===== config.mk =====
export PLATFORM = sky130hd
export DESIGN_NAME = feature_extractor_sequencer
export DESIGN_NICKNAME = d
export VERILOG_FILES = /design/src/rtl/feature_extractor_sequencer.sv
export SDC_FILE = /design/constraint.sdc
export NUM_CORES = 1
export LEC_CHECK = 0
export CORE_ASPECT_RATIO = 1.4
export CORE_MARGIN = 5
export CORE_UTILIZATION = 40
export CTS_CLUSTER_DIAMETER = 80
export DETAILED_ROUTE_END_ITERATION = 7
export PLACE_DENSITY = 0.75
export SYNTH_ARGS = -nofsm -noshare
export SYNTH_HDL_FRONTEND = slang
export SYNTH_SLANG_ARGS = --single-unit

===== constraint.sdc =====
create_clock -name clk -period 6.5 [get_ports clk]
set_input_delay 0.975 -clock clk [delete_from_list [all_inputs] [get_ports clk]]
set_output_delay 0.975 -clock clk [all_outputs]
set_load 0.005 [all_outputs]

===== src/rtl/feature_extractor_sequencer.sv =====
`default_nettype none
// ============================================================================
// Module   : feature_extractor_sequencer
// Purpose  : Frame-level controller in front of Feature_Extractor. Accepts a
//            host frame request, pulses the extractor start, streams exactly
//            IMG_WIDTH*IMG_HEIGHT pixels from a ready/valid source, forwards
//            and indexes pooled results, and closes the frame on extractor
//            done, abort, or (optionally) a DRAIN watchdog timeout.
// Options  : FE_SEQ_TIMEOUT_EN - when defined, a DRAIN watchdog forces the
//            frame closed after TIMEOUT_CYCLES; otherwise err_timeout is 0.
// Ports    : clk, rst (sync, active-low)
//            frame_req, abort            host control pulses
//            src_valid/src_pixel/src_ready  pixel source handshake
//            fe_start/fe_pixel_valid/fe_pixel  to extractor
//            fe_result/fe_result_valid/fe_done from extractor
//            res_out/res_valid/res_idx   registered, indexed results
//            busy, frame_done, err_count, err_timeout, err_abort  status
// Revision : 1.0 - initial release
// ============================================================================
module feature_extractor_sequencer #(
    parameter int IMG_WIDTH      = 32,
    parameter int IMG_HEIGHT     = 32,
    parameter int RES_W          = 22,
    parameter int TIMEOUT_CYCLES = 4096
) (
    input  logic                                         clk,
    input  logic                                         rst,
    input  logic                                         frame_req,
    input  logic                                         abort,
    input  logic                                         src_valid,
    input  logic [7:0]                                   src_pixel,
    output logic                                         src_ready,
    output logic                                         fe_start,
    output logic                                         fe_pixel_valid,
    output logic [7:0]                                   fe_pixel,
    input  logic signed [RES_W-1:0]                      fe_result,
    input  logic                                         fe_result_valid,
    input  logic                                         fe_done,
    output logic signed [RES_W-1:0]                      res_out,
    output logic                                         res_valid,
    output logic [$clog2(IMG_WIDTH*IMG_HEIGHT/4)-1:0]    res_idx,
    output logic                                         busy,
    output logic                                         frame_done,
    output logic                                         err_count,
    output logic                                         err_timeout,
    output logic                                         err_abort
);

    localparam int c_NUM_PIX = IMG_WIDTH * IMG_HEIGHT;
    localparam int c_NUM_RES = c_NUM_PIX / 4;
    localparam int c_IDX_W   = $clog2(c_NUM_RES);
    // Counters are wide enough to hold the full pixel count; the result
    // counter saturates so an over-producing extractor still flags an error.
    localparam int c_CNT_W   = $clog2(c_NUM_PIX + 1);

    localparam logic [c_CNT_W-1:0] c_PIX_TARGET = c_CNT_W'(c_NUM_PIX);
    localparam logic [c_CNT_W-1:0] c_RES_TARGET = c_CNT_W'(c_NUM_RES);
    localparam logic [c_CNT_W-1:0] c_CNT_MAX    = '1;
    localparam logic [c_CNT_W-1:0] c_CNT_ONE    = c_CNT_W'(1);

    generate
        if ((IMG_WIDTH % 2) != 0 || (IMG_HEIGHT % 2) != 0 || TIMEOUT_CYCLES < 1) begin : g_bad_params
            $error("feature_extractor_sequencer: image dimensions must be even and TIMEOUT_CYCLES >= 1");
        end
    endgenerate

    typedef enum logic [2:0] {
        S_IDLE   = 3'd0,
        S_START  = 3'd1,
        S_STREAM = 3'd2,
        S_DRAIN  = 3'd3,
        S_CLOSE  = 3'd4
    } state_t;

    state_t                    r_state;
    logic                      r_src_ready;
    logic                      r_fe_start;
    logic                      r_fe_pixel_valid;
    logic [7:0]                r_fe_pixel;
    logic signed [RES_W-1:0]   r_res_out;
    logic                      r_res_valid;
    logic [c_IDX_W-1:0]        r_res_idx;
    logic                      r_busy;
    logic                      r_frame_done;
    logic                      r_err_count;
    logic                      r_err_abort;
    logic [c_CNT_W-1:0]        r_pix_cnt;
    logic [c_CNT_W-1:0]        r_res_cnt;

`ifdef FE_SEQ_TIMEOUT_EN
    localparam int                c_WD_W    = $clog2(TIMEOUT_CYCLES + 1);
    localparam logic [c_WD_W-1:0] c_TIMEOUT = c_WD_W'(TIMEOUT_CYCLES);
    logic [c_WD_W-1:0]            r_wd;
    logic                         r_err_timeout;
`endif

    logic                 w_active;
    logic                 w_beat;
    logic                 w_res_take;
    logic [c_CNT_W-1:0]   w_pix_cnt_nxt;
    logic [c_CNT_W-1:0]   w_res_cnt_nxt;
    logic                 w_close_abort;
    logic                 w_close_done;
    logic                 w_close_timeout;
    logic                 w_close;
    logic                 w_count_bad;

    always_comb begin
        w_active      = (r_state == S_START) || (r_state == S_STREAM) || (r_state == S_DRAIN);
        w_beat        = r_src_ready & src_valid;
        w_pix_cnt_nxt = r_pix_cnt + c_CNT_W'(w_beat);
        w_res_take    = w_active & fe_result_valid;
        w_res_cnt_nxt = (w_res_take && (r_res_cnt != c_CNT_MAX)) ? (r_res_cnt + c_CNT_ONE) : r_res_cnt;
        w_close_abort = w_active & abort;
        w_close_done  = w_active & fe_done;
`ifdef FE_SEQ_TIMEOUT_EN
        w_close_timeout = (r_state == S_DRAIN) && (r_wd == c_TIMEOUT);
`else
        w_close_timeout = 1'b0;
`endif
        w_close       = w_close_abort | w_close_done | w_close_timeout;
        // Uses next-state counts so a result or pixel landing in the closing
        // cycle is included in the check.
        w_count_bad   = (w_res_cnt_nxt != c_RES_TARGET) || (w_pix_cnt_nxt != c_PIX_TARGET);
    end

    always_ff @(posedge clk) begin
        if (!rst) begin
            r_state          <= S_IDLE;
            r_src_ready      <= 1'b0;
            r_fe_start       <= 1'b0;
            r_fe_pixel_valid <= 1'b0;
            r_fe_pixel       <= '0;
            r_res_out        <= '0;
            r_res_valid      <= 1'b0;
            r_res_idx        <= '0;
            r_busy           <= 1'b0;
            r_frame_done     <= 1'b0;
            r_err_count      <= 1'b0;
            r_err_abort      <= 1'b0;
            r_pix_cnt        <= '0;
            r_res_cnt        <= '0;
`ifdef FE_SEQ_TIMEOUT_EN
            r_wd             <= '0;
            r_err_timeout    <= 1'b0;
`endif
        end else begin
            r_fe_start   <= 1'b0;
            r_frame_done <= 1'b0;

            // Pixel path: one-cycle registered forward, gaps pass through.
            r_fe_pixel_valid <= w_beat;
            if (w_beat) begin
                r_fe_pixel <= src_pixel;
            end

            // Result path: index is the count before this result.
            r_res_valid <= w_res_take;
            if (w_res_take) begin
                r_res_out <= fe_result;
                r_res_idx <= r_res_cnt[c_IDX_W-1:0];
            end

            r_pix_cnt <= w_pix_cnt_nxt;
            r_res_cnt <= w_res_cnt_nxt;

            if (w_close) begin
                // Abort outranks done, which outranks the watchdog.
                r_state      <= S_CLOSE;
                r_frame_done <= 1'b1;
                r_busy       <= 1'b0;
                r_src_ready  <= 1'b0;
                r_err_count  <= w_count_bad;
                r_err_abort  <= w_close_abort;
`ifdef FE_SEQ_TIMEOUT_EN
                r_err_timeout <= w_close_timeout & ~w_close_abort & ~w_close_done;
`endif
            end else begin
                case (r_state)
                    S_IDLE: begin
                        if (frame_req) begin
                            r_state     <= S_START;
                            r_fe_start  <= 1'b1;
                            r_busy      <= 1'b1;
                            r_pix_cnt   <= '0;
                            r_res_cnt   <= '0;
                            r_err_count <= 1'b0;
                            r_err_abort <= 1'b0;
`ifdef FE_SEQ_TIMEOUT_EN
                            r_err_timeout <= 1'b0;
                            r_wd          <= '0;
`endif
                        end
                    end
                    S_START: begin
                        r_state     <= S_STREAM;
                        r_src_ready <= 1'b1;
                    end
                    S_STREAM: begin
                        if (w_beat && (w_pix_cnt_nxt == c_PIX_TARGET)) begin
                            r_state     <= S_DRAIN;
                            r_src_ready <= 1'b0;
`ifdef FE_SEQ_TIMEOUT_EN
                            r_wd        <= '0;
`endif
                        end
                    end
                    S_DRAIN: begin
`ifdef FE_SEQ_TIMEOUT_EN
                        r_wd <= r_wd + c_WD_W'(1);
`endif
                    end
                    S_CLOSE: begin
                        r_state <= S_IDLE;
                    end
                    default: begin
                        r_state <= S_IDLE;
                    end
                endcase
            end
        end
    end

    assign src_ready      = r_src_ready;
    assign fe_start       = r_fe_start;
    assign fe_pixel_valid = r_fe_pixel_valid;
    assign fe_pixel       = r_fe_pixel;
    assign res_out        = r_res_out;
    assign res_valid      = r_res_valid;
    assign res_idx        = r_res_idx;
    assign busy           = r_busy;
    assign frame_done     = r_frame_done;
    assign err_count      = r_err_count;
    assign err_abort      = r_err_abort;
`ifdef FE_SEQ_TIMEOUT_EN
    assign err_timeout    = r_err_timeout;
`else
    assign err_timeout    = 1'b0;
`endif

endmodule
`default_nettype wire


# ---- Word-level counts from Yosys, hierarchy flattened
# Index checks and enable logic that the tools add are counted.
dict set report totals {
  regBits 71
  in_bits 37
  out_inout_bits 47
  word_cells 72
}
dict set report op_classes {
  addsub 2
  n_eq_ne 12
  n_mux 19
  bitwise_logic 8
  reduce_logical 16
}
# op n
set ops {}
lappend ops {{$mux 11} 7}
lappend ops {{$ne 11x11->1 const B} 2}
lappend ops {{$pmux 3 s4} 1}
lappend ops {{$add 11x1->11} 1}
lappend ops {{$add 11x1->11 const B} 1}
lappend ops {{$eq 11x11->1 const B} 1}
lappend ops {{$ne 11x9->1 const B} 1}
lappend ops {{$mux 3} 3}
lappend ops {{$mux 1} 7}
lappend ops {{$eq 3x2->1 const B} 2}
lappend ops {{$reduce_and 2->1} 3}
lappend ops {{$reduce_and 3->1} 2}
lappend ops {{$reduce_bool 2->1} 3}
lappend ops {{$and 1x1->1} 4}
lappend ops {{$ne 2x2->1 const B} 2}
lappend ops {{$eq 3x1->1 const B} 1}
lappend ops {{$logic_not 3->1} 1}
lappend ops {{$logic_or 1x1->1} 3}
lappend ops {{$ne 3x2->1 const B} 1}
lappend ops {{$ne 3x3->1 const B} 1}
lappend ops {{$not 1->1} 3}
lappend ops {{$reduce_or 3->1} 1}
lappend ops {{$logic_and 1x1->1} 2}
lappend ops {{$ne 2x1->1 const B} 1}
lappend ops {{other kinds (3)} 3}

# ---- Logic depth before layout (Yosys ltp)
# Gate-level depths: netlist of run 1.
dict set report depth {
  ltp_word 9
  mapped_depth 11
  ltp_nobuf 10
}

# ---- Worst setup path before layout of run 1
# No wires, ideal clock.
dict set report synth_path {
  path_type {input to register}
  startpoint {input port src_valid}
  endpoint {register r_state[0]}
  setup_time_ns 0.057
  t_arrival_ns 2.975
  required_time_ns 6.443
  setup_slack_ns 3.468
  cell_stages 11
  n_path_buf 1
  path_cell_list {nand2_1 > clkinv_1 > ha_1 > ha_1 > clkbuf_1 > nor3_1 > a31oi_1 > nor4bb_1 > nand4_1 > nor3_1 > o21ba_2}
}
dict set report synth_between {
  elab_chain_len 6
}
# element line
set synth_rtl {}
lappend synth_rtl {{start, declared} 30} ;# input logic src_valid,
lappend synth_rtl {{$and 1x1->1 *} 110} ;# w_beat = r_src_ready & src_valid;
lappend synth_rtl {{named net w_beat} 98} ;# logic w_beat;
lappend synth_rtl {{$add 11x1->11} 111} ;# w_pix_cnt_nxt = r_pix_cnt + c_CNT_W'(w_beat);
lappend synth_rtl {{$eq 11x11->1} 200} ;# if (w_beat && (w_pix_cnt_nxt == c_PIX_TARGET)) begin
lappend synth_rtl {{$logic_and 1x1->1 *} 200}
lappend synth_rtl {{$ne 2x1->1 (no source line) *} -}
lappend synth_rtl {{$reduce_and 3->1 (no source line) *} -}
lappend synth_rtl {{end signal, assigned} 196} ;# r_state <= S_STREAM;
lappend synth_rtl {{end signal, assigned} 201} ;# r_state <= S_DRAIN;
lappend synth_rtl {{end signal, assigned} 214} ;# r_state <= S_IDLE;
lappend synth_rtl {{end, declared} 75} ;# state_t r_state;
# Mark *: on every way through the listed nets, which the timed path passes. The rest lies on a longest branch.
# A chain may end at the register's enable or synchronous reset.

# ---- Final worst setup path of run 1
# Ends and elaborated chain as after synthesis.

==> results of run 1 <==
-- metal layers --
layer  wire length, um  share of wire  GRT usage  vias to the layer above
met5                 0              0          0                        -
met4               178          0.026     0.0851                        0
met1              2750           0.41      0.164                     1205
met3               377          0.056     0.0324                       13
met2              3470           0.51      0.276                       72
li1                  -              -          -                     1311
-- cell type report --
class	instances	area, um2	share of cell area
clock buffer	10	128	0.0318
inverter	2	7.51	0.00187
clock inverter	6	61.3	0.0153
multi-input combinational	256	1450	0.361
tap	97	121	0.0302
timing repair buffer	83	828	0.206
sequential	71	1420	0.354
-- power groups by stage --
| stage | sequential (mW) | combinational, mW | clock (mW) |
|---|---|---|---|
| detailed placement | 0.477 | 0.130 | 0 |
| global placement | 0.477 | 0.129 | 0 |
| global route | 0.470 | 0.145 | 0.367 |
| floorplan | 0.477 | 0.0606 | 0 |
| finish | 0.467 | 0.129 | 0.340 |
| CTS | 0.467 | 0.131 | 0.348 |
-- state kept, by name (all words and copies together) (netlist names) --
| register | cells |
|---|---|
| r_state | 3 |
| src_ready | 1 |
| err_abort | 1 |
| fe_pixel_valid | 1 |
| fe_pixel | 8 |
| fe_start | 1 |
| r_res_cnt | 11 |
| res_idx | 8 |
| r_pix_cnt | 11 |
| res_valid | 1 |
| frame_done | 1 |
| err_count | 1 |
| busy | 1 |
| res_out | 22 |
-- Yosys cell counts (all sizes together), types with 4 or more instances --
cell     n  share of area
nand2   93           0.12
dfxtp   71           0.48
a21boi  39          0.099
nor2    24          0.030
clkbuf  13          0.017
nand3   11          0.019
xnor2   11          0.033
and3    10          0.021
nor3    10          0.019
xor2     9          0.027
a21oi    7          0.012
and2     4         0.0093
buf      4         0.0097
-- worst max-delay path, delay by kind of cell --
family                   cells  cell delay [ns]
AND/OR/NAND/NOR              5             1.19
buffers and inverters        2             0.72
adder cells (fa/ha/maj)      2             0.59
AO/OA/AOI/OAI                2             0.25
-- kinds of logic (layout without fill, tap and decap cells) --
family                   count (synthesis)  after routing
flip-flops                              71             71
XOR/XNOR                                20             20
other                                    1              1
multiplexers                             4              4
adder cells (fa/ha/maj)                  3              3
buffers and inverters                   19            101
AND/OR/NAND/NOR                        167            167
AO/OA/AOI/OAI                           61             61
-- stage by stage --
stage | cell area (um2) | setup slack (ns) | util | hold slack, ns | instances
global route | 4020 | 2.79 | 0.553 | 0.490 | 525
CTS | 4020 | 3.08 | 0.553 | 0.454 | 525
finish | 4020 | 3.06 | 0.553 | 0.449 | 525
global placement | 3830 | 2.82 | 0.527 | 0.433 | 509
detailed placement | 3830 | 2.73 | 0.527 | 0.443 | 509
floorplan | 2960 | 3.47 | - | 0.442 | 346
-- how the worst max path moves through the flow --
stage | start | cells past startpoint | slack [ns] | to
floorplan | src_valid | 11 | 3.47 | r_state[0]$_SDFFE_PP0P_
global placement | src_valid | 11 | 2.82 | r_state[0]$_SDFFE_PP0P_
detailed placement | src_valid | 11 | 2.73 | err_count$_SDFFE_PN0P_
CTS | src_valid | 11 | 3.08 | err_count$_SDFFE_PN0P_
global route | src_valid | 11 | 2.79 | r_state[0]$_SDFFE_PP0P_
finish | src_valid | 11 | 3.06 | r_state[0]$_SDFFE_PP0P_
==> out/qor.txt, run 1 <==
drc violations - 0
CP max-delay cell - clkdlybuf4s50_1
core area - 7270 um2
Slew headroom - 0.314
reg-to-reg setup timing slack - 3.76 ns
Rows - 37
Initial Utilization - 0.407
Via Count - 2601
GR Overflow Total - 0
hold buffer count at CTS - 0
die area - 9230 um2
Mapped Cells - 346
DRT Pass-1 Iters - 4
commonest non-fill, non-tap cell in the layout - nand2_1
r2r startpoint - src_ready$_SDFFE_PP0P_
Post-Syn Area per Cell - 8.54 um2
Antenna Nets Post-Route - 0
CTS buffer count - 9
DR iter-0 viols - 147
YS warnings - 0
P_int - 0.700 mW
largest net degree at the start of global routing - 50
setup tns final - 0 ns
Slew Limit Fails - 0
Mapped Area - 2960 um2
Startpoint Class - primary input
Die X - 82.6 um
Achievable Freq - 291 MHz
Worst Hold Launch - busy$_SDFFE_PP0P_
Synth Area in Simple Gates - 0.253
P_sw - 0.236 mW
Post-synth EDFFs - 0
number of fill cells in the layout - 692
HP Class - register to register
Synth Area in Adders - 0.0127
min Tclk post-route - 3.44 ns
Antenna Cells - 0
RePlAce Congestion - 0.869
main combinational cell family by area after synthesis - simple AND/OR/NAND/NOR gates
CP max FO - 10
fin nets - 463
Port Buf Inserts - 82
antenna violations before repair - 0
die height - 112 um
# IOs - 84
final worst-path cycle share - 0.529
Hold EP - busy$_SDFFE_PP0P_
H-Tree Depth - 3
post-cts sizing count - 0
combinational share of power - 0.138
critical path type - primary input to register
number of cells on the worst reg-to-reg path - 10
PwrDens - 233 nW/um2
Yosys reg bits - 71
routed len/inst - 12.9 um
leakage - 1.41 nW
Seq/Total Area, Yosys - 0.481
Top FF cell, synth - dfxtp_1
arrival time at the worst endpoint - 3.73 ns
status - completed
clock network fraction of design power - 0.363
later-pin clock latency in the skew report - 0.34 ns
CP Capture Type - register
area growth from synthesis to layout - 35.9%
CTS clock-pin slew for the worst setup and hold paths - 0.07 ns
Post-Synth XOR/XNOR Area - 0.0593
CTS tree - done
layout cell share with drive strength beyond 1 - 0.0537
maximum clock path buffer count - 2
final hold violations - 0
hold path depth - 2
RSZ-0062 raised after global routing - false
worst-margin pin slew - 1.03 ns
drt total wl - 6.78 mm
Sink Count - 71
Final setup viols - 0
DR vias/cell - 4.95
Flop pwr share - 0.499
vias in the first global route - 2532
first-pass GRT wire length - 11.2 mm
clk root buf - clkbuf_8
GRT Resource Usage Total - 0.155
CP max stage delay - 0.41 ns
asr flop ratio synth - 0
Power, Total - 0.936 mW
RR Endpoint - r_state[0]$_SDFFE_PP0P_
peak supply drop - 0.000155 V
total of max-cap violations - 0
Required @ worst endpoint - 6.79 ns
Clock Skew - 0.00812 ns
Mapped Nets - 386
Distinct cells, synth - 41
DP HPWL - 4.86 mm
post-CTS setup buffer count - 0
Critical Path, Cell by Cell - clkdlybuf4s50_1 -> nand2_1 -> clkinv_1 -> ha_1 -> ha_1 -> nor3_1 -> a31oi_1 -> nor4bb_1 -> nand4_1 -> nor3_1 -> o21ba_2
post-synthesis compound-gate area fraction - 0.149
multiplexer share of the synthesized area - 0.0152
highest-count cells in the layout ignoring fill and taps - nand2_1, clkdlybuf4s50_1, dfxtp_1, a21boi_0, nor2_1
switching share of total power - 0.252
Power figures use the tool's default switching activity.
==> inputs of run 2 (changes only) <==
==> constraint.sdc (replaced) <==
create_clock -name clk -period 3.57 [get_ports clk]
set_input_delay 0.5355 -clock clk [delete_from_list [all_inputs] [get_ports clk]]
set_output_delay 0.5355 -clock clk [all_outputs]
set_load 0.005 [all_outputs]
==> run 2 against run 1 <==
Net effect: clock skew about the same; clock-buffer cell count unchanged; largest power group unchanged; largest cell class unchanged; cell count up 0.38%.
==> out/qor.txt, run 2 (synthesis results as in run 1) <==
first-pass GRT wire length - 11.2 mm
Final setup viols - 0
DRT Pass-1 Iters - 4
Antenna Nets Post-Route - 0
DR vias/cell - 4.88
critical path type - primary input to register
Initial Utilization - 0.407
maximum clock path buffer count - 2
max FFs per register - 22
post-CTS setup buffer count - 0
Sink Count - 71
drt total wl - 6.72 mm
Critical Path, Cell by Cell - clkdlybuf4s50_1 -> nand2_1 -> clkinv_1 -> ha_1 -> ha_1 -> nor3_1 -> a31oi_1 -> nor4bb_1 -> nand4_1 -> nor3_1 -> o21ba_2
met1 Usage GRT - 0.168
drc violations - 0
area growth from synthesis to layout - 38.8%
highest-count cells in the layout ignoring fill and taps - nand2_1, clkdlybuf4s50_1, dfxtp_1, a21boi_0, nor2_1
clk root buf - clkbuf_8
GRT met3 Usage - 0.0405
Antenna Cells - 0
antenna violations before repair - 0
layout cell share with drive strength beyond 1 - 0.0581
DR iter-0 viols - 139
total of max-cap violations - 0
GR Overflow Total - 0
status - completed
CTS tree - done
Clock Skew - 0.00852 ns
final instance area - 4100 um2
CP Capture Type - register
met2 GRT Util - 0.271
Die X - 82.6 um
CTS clock-pin slew for the worst setup and hold paths - 0.07 ns
RePlAce Congestion - 0.810
final setup margin - 0.686 ns
leakage - 1.45 nW
Slew headroom - 0.541
die area - 9230 um2
RSZ-0062 raised after global routing - false
routed len/inst - 12.8 um
Rows - 37
placed instance area - 3840 um2
Port Buf Inserts - 82
PwrDens - 466 nW/um2
CTS buffer count - 9
largest net degree at the start of global routing - 49
hold buffer count at CTS - 0
CP max-delay cell - clkdlybuf4s50_1
worst-margin pin slew - 0.687 ns
commonest non-fill, non-tap cell in the layout - nand2_1
Startpoint Class - primary input
min Tclk post-route - 2.88 ns
vias in the first global route - 2543
Required @ worst endpoint - 3.86 ns
peak supply drop - 0.000279 V
HP Class - register to register
Placement Setup Slack - 0.455 ns
fin nets - 465
DP HPWL - 4.68 mm
arrival time at the worst endpoint - 3.17 ns
later-pin clock latency in the skew report - 0.34 ns
GRT Resource Usage Total - 0.154
CP max FO - 9
final worst-path cycle share - 0.808
core area - 7270 um2
Via Count - 2573
final hold violations - 0
H-Tree Depth - 3
Top Usage Layer GRT - met2
post-cts sizing count - 0
CP max stage delay - 0.42 ns
Slew Limit Fails - 0
die height - 112 um
Achievable Freq - 347 MHz
setup tns final - 0 ns
# IOs - 84
## run 2: changes by cell type in the layout (fill, tap and decap cells not counted), sizes merged
cell / change
buf: +2
bufinv: +3
clkinv: -3
## run 2: final cells by class
type                       count  area (um2)
fill                         681        3170
multi-input combinational    256        1450
sequential                    71        1420
timing repair buffer          85         843
clock inverter                 6         133
clock buffer                  10         128
tap                           97         121
inverter                       2        7.51
## run 2: layer usage
| layer | wire length, um | up-vias | part of all wire |
|---|---|---|---|
| met1 | 2860 | 1184 | 0.43 |
| met2 | 3390 | 66 | 0.50 |
| li1 | - | 1314 | - |
| met3 | 342 | 9 | 0.051 |
| met5 | 0 | - | 0 |
| met4 | 126 | 0 | 0.019 |
## run 2: critical path, delay by kind of cell
family          cells  cell delay, ns
simple gates        5            1.30
buf+inv             2            0.57
fa+ha+maj           2            0.53
compound gates      2            0.24
## run 2: per-stage QoR
stage,instances,hold WS (ns),utilization,power [mW]
after floorplan,346,0.442,-,0.979
after global placement,511,0.431,0.529,1.10
after detailed placement,511,0.447,0.529,1.11
after CTS,527,0.458,0.564,1.94
after global routing,527,0.482,0.564,2.00
final,527,0.452,0.564,1.91
## run 2: final timing paths
kind / from / end / slack [ns] / cells after the start
setup / recovery: src_valid / r_state[0]$_SDFFE_PP0P_ / 0.69 / 11
hold / removal: busy$_SDFFE_PP0P_ / busy$_SDFFE_PP0P_ / 0.45 / 2
setup reg to reg: src_ready$_SDFFE_PP0P_ / r_state[0]$_SDFFE_PP0P_ / 0.96 / 10
hold reg to reg: busy$_SDFFE_PP0P_ / busy$_SDFFE_PP0P_ / 0.45 / 2
## run 2: power by group
| part | internal, mW | total (mW) | switching, mW |
|---|---|---|---|
| sequential | 0.828 | 0.851 | 0.0226 |
| combinational | 0.129 | 0.235 | 0.107 |
| clock | 0.534 | 0.824 | 0.290 |
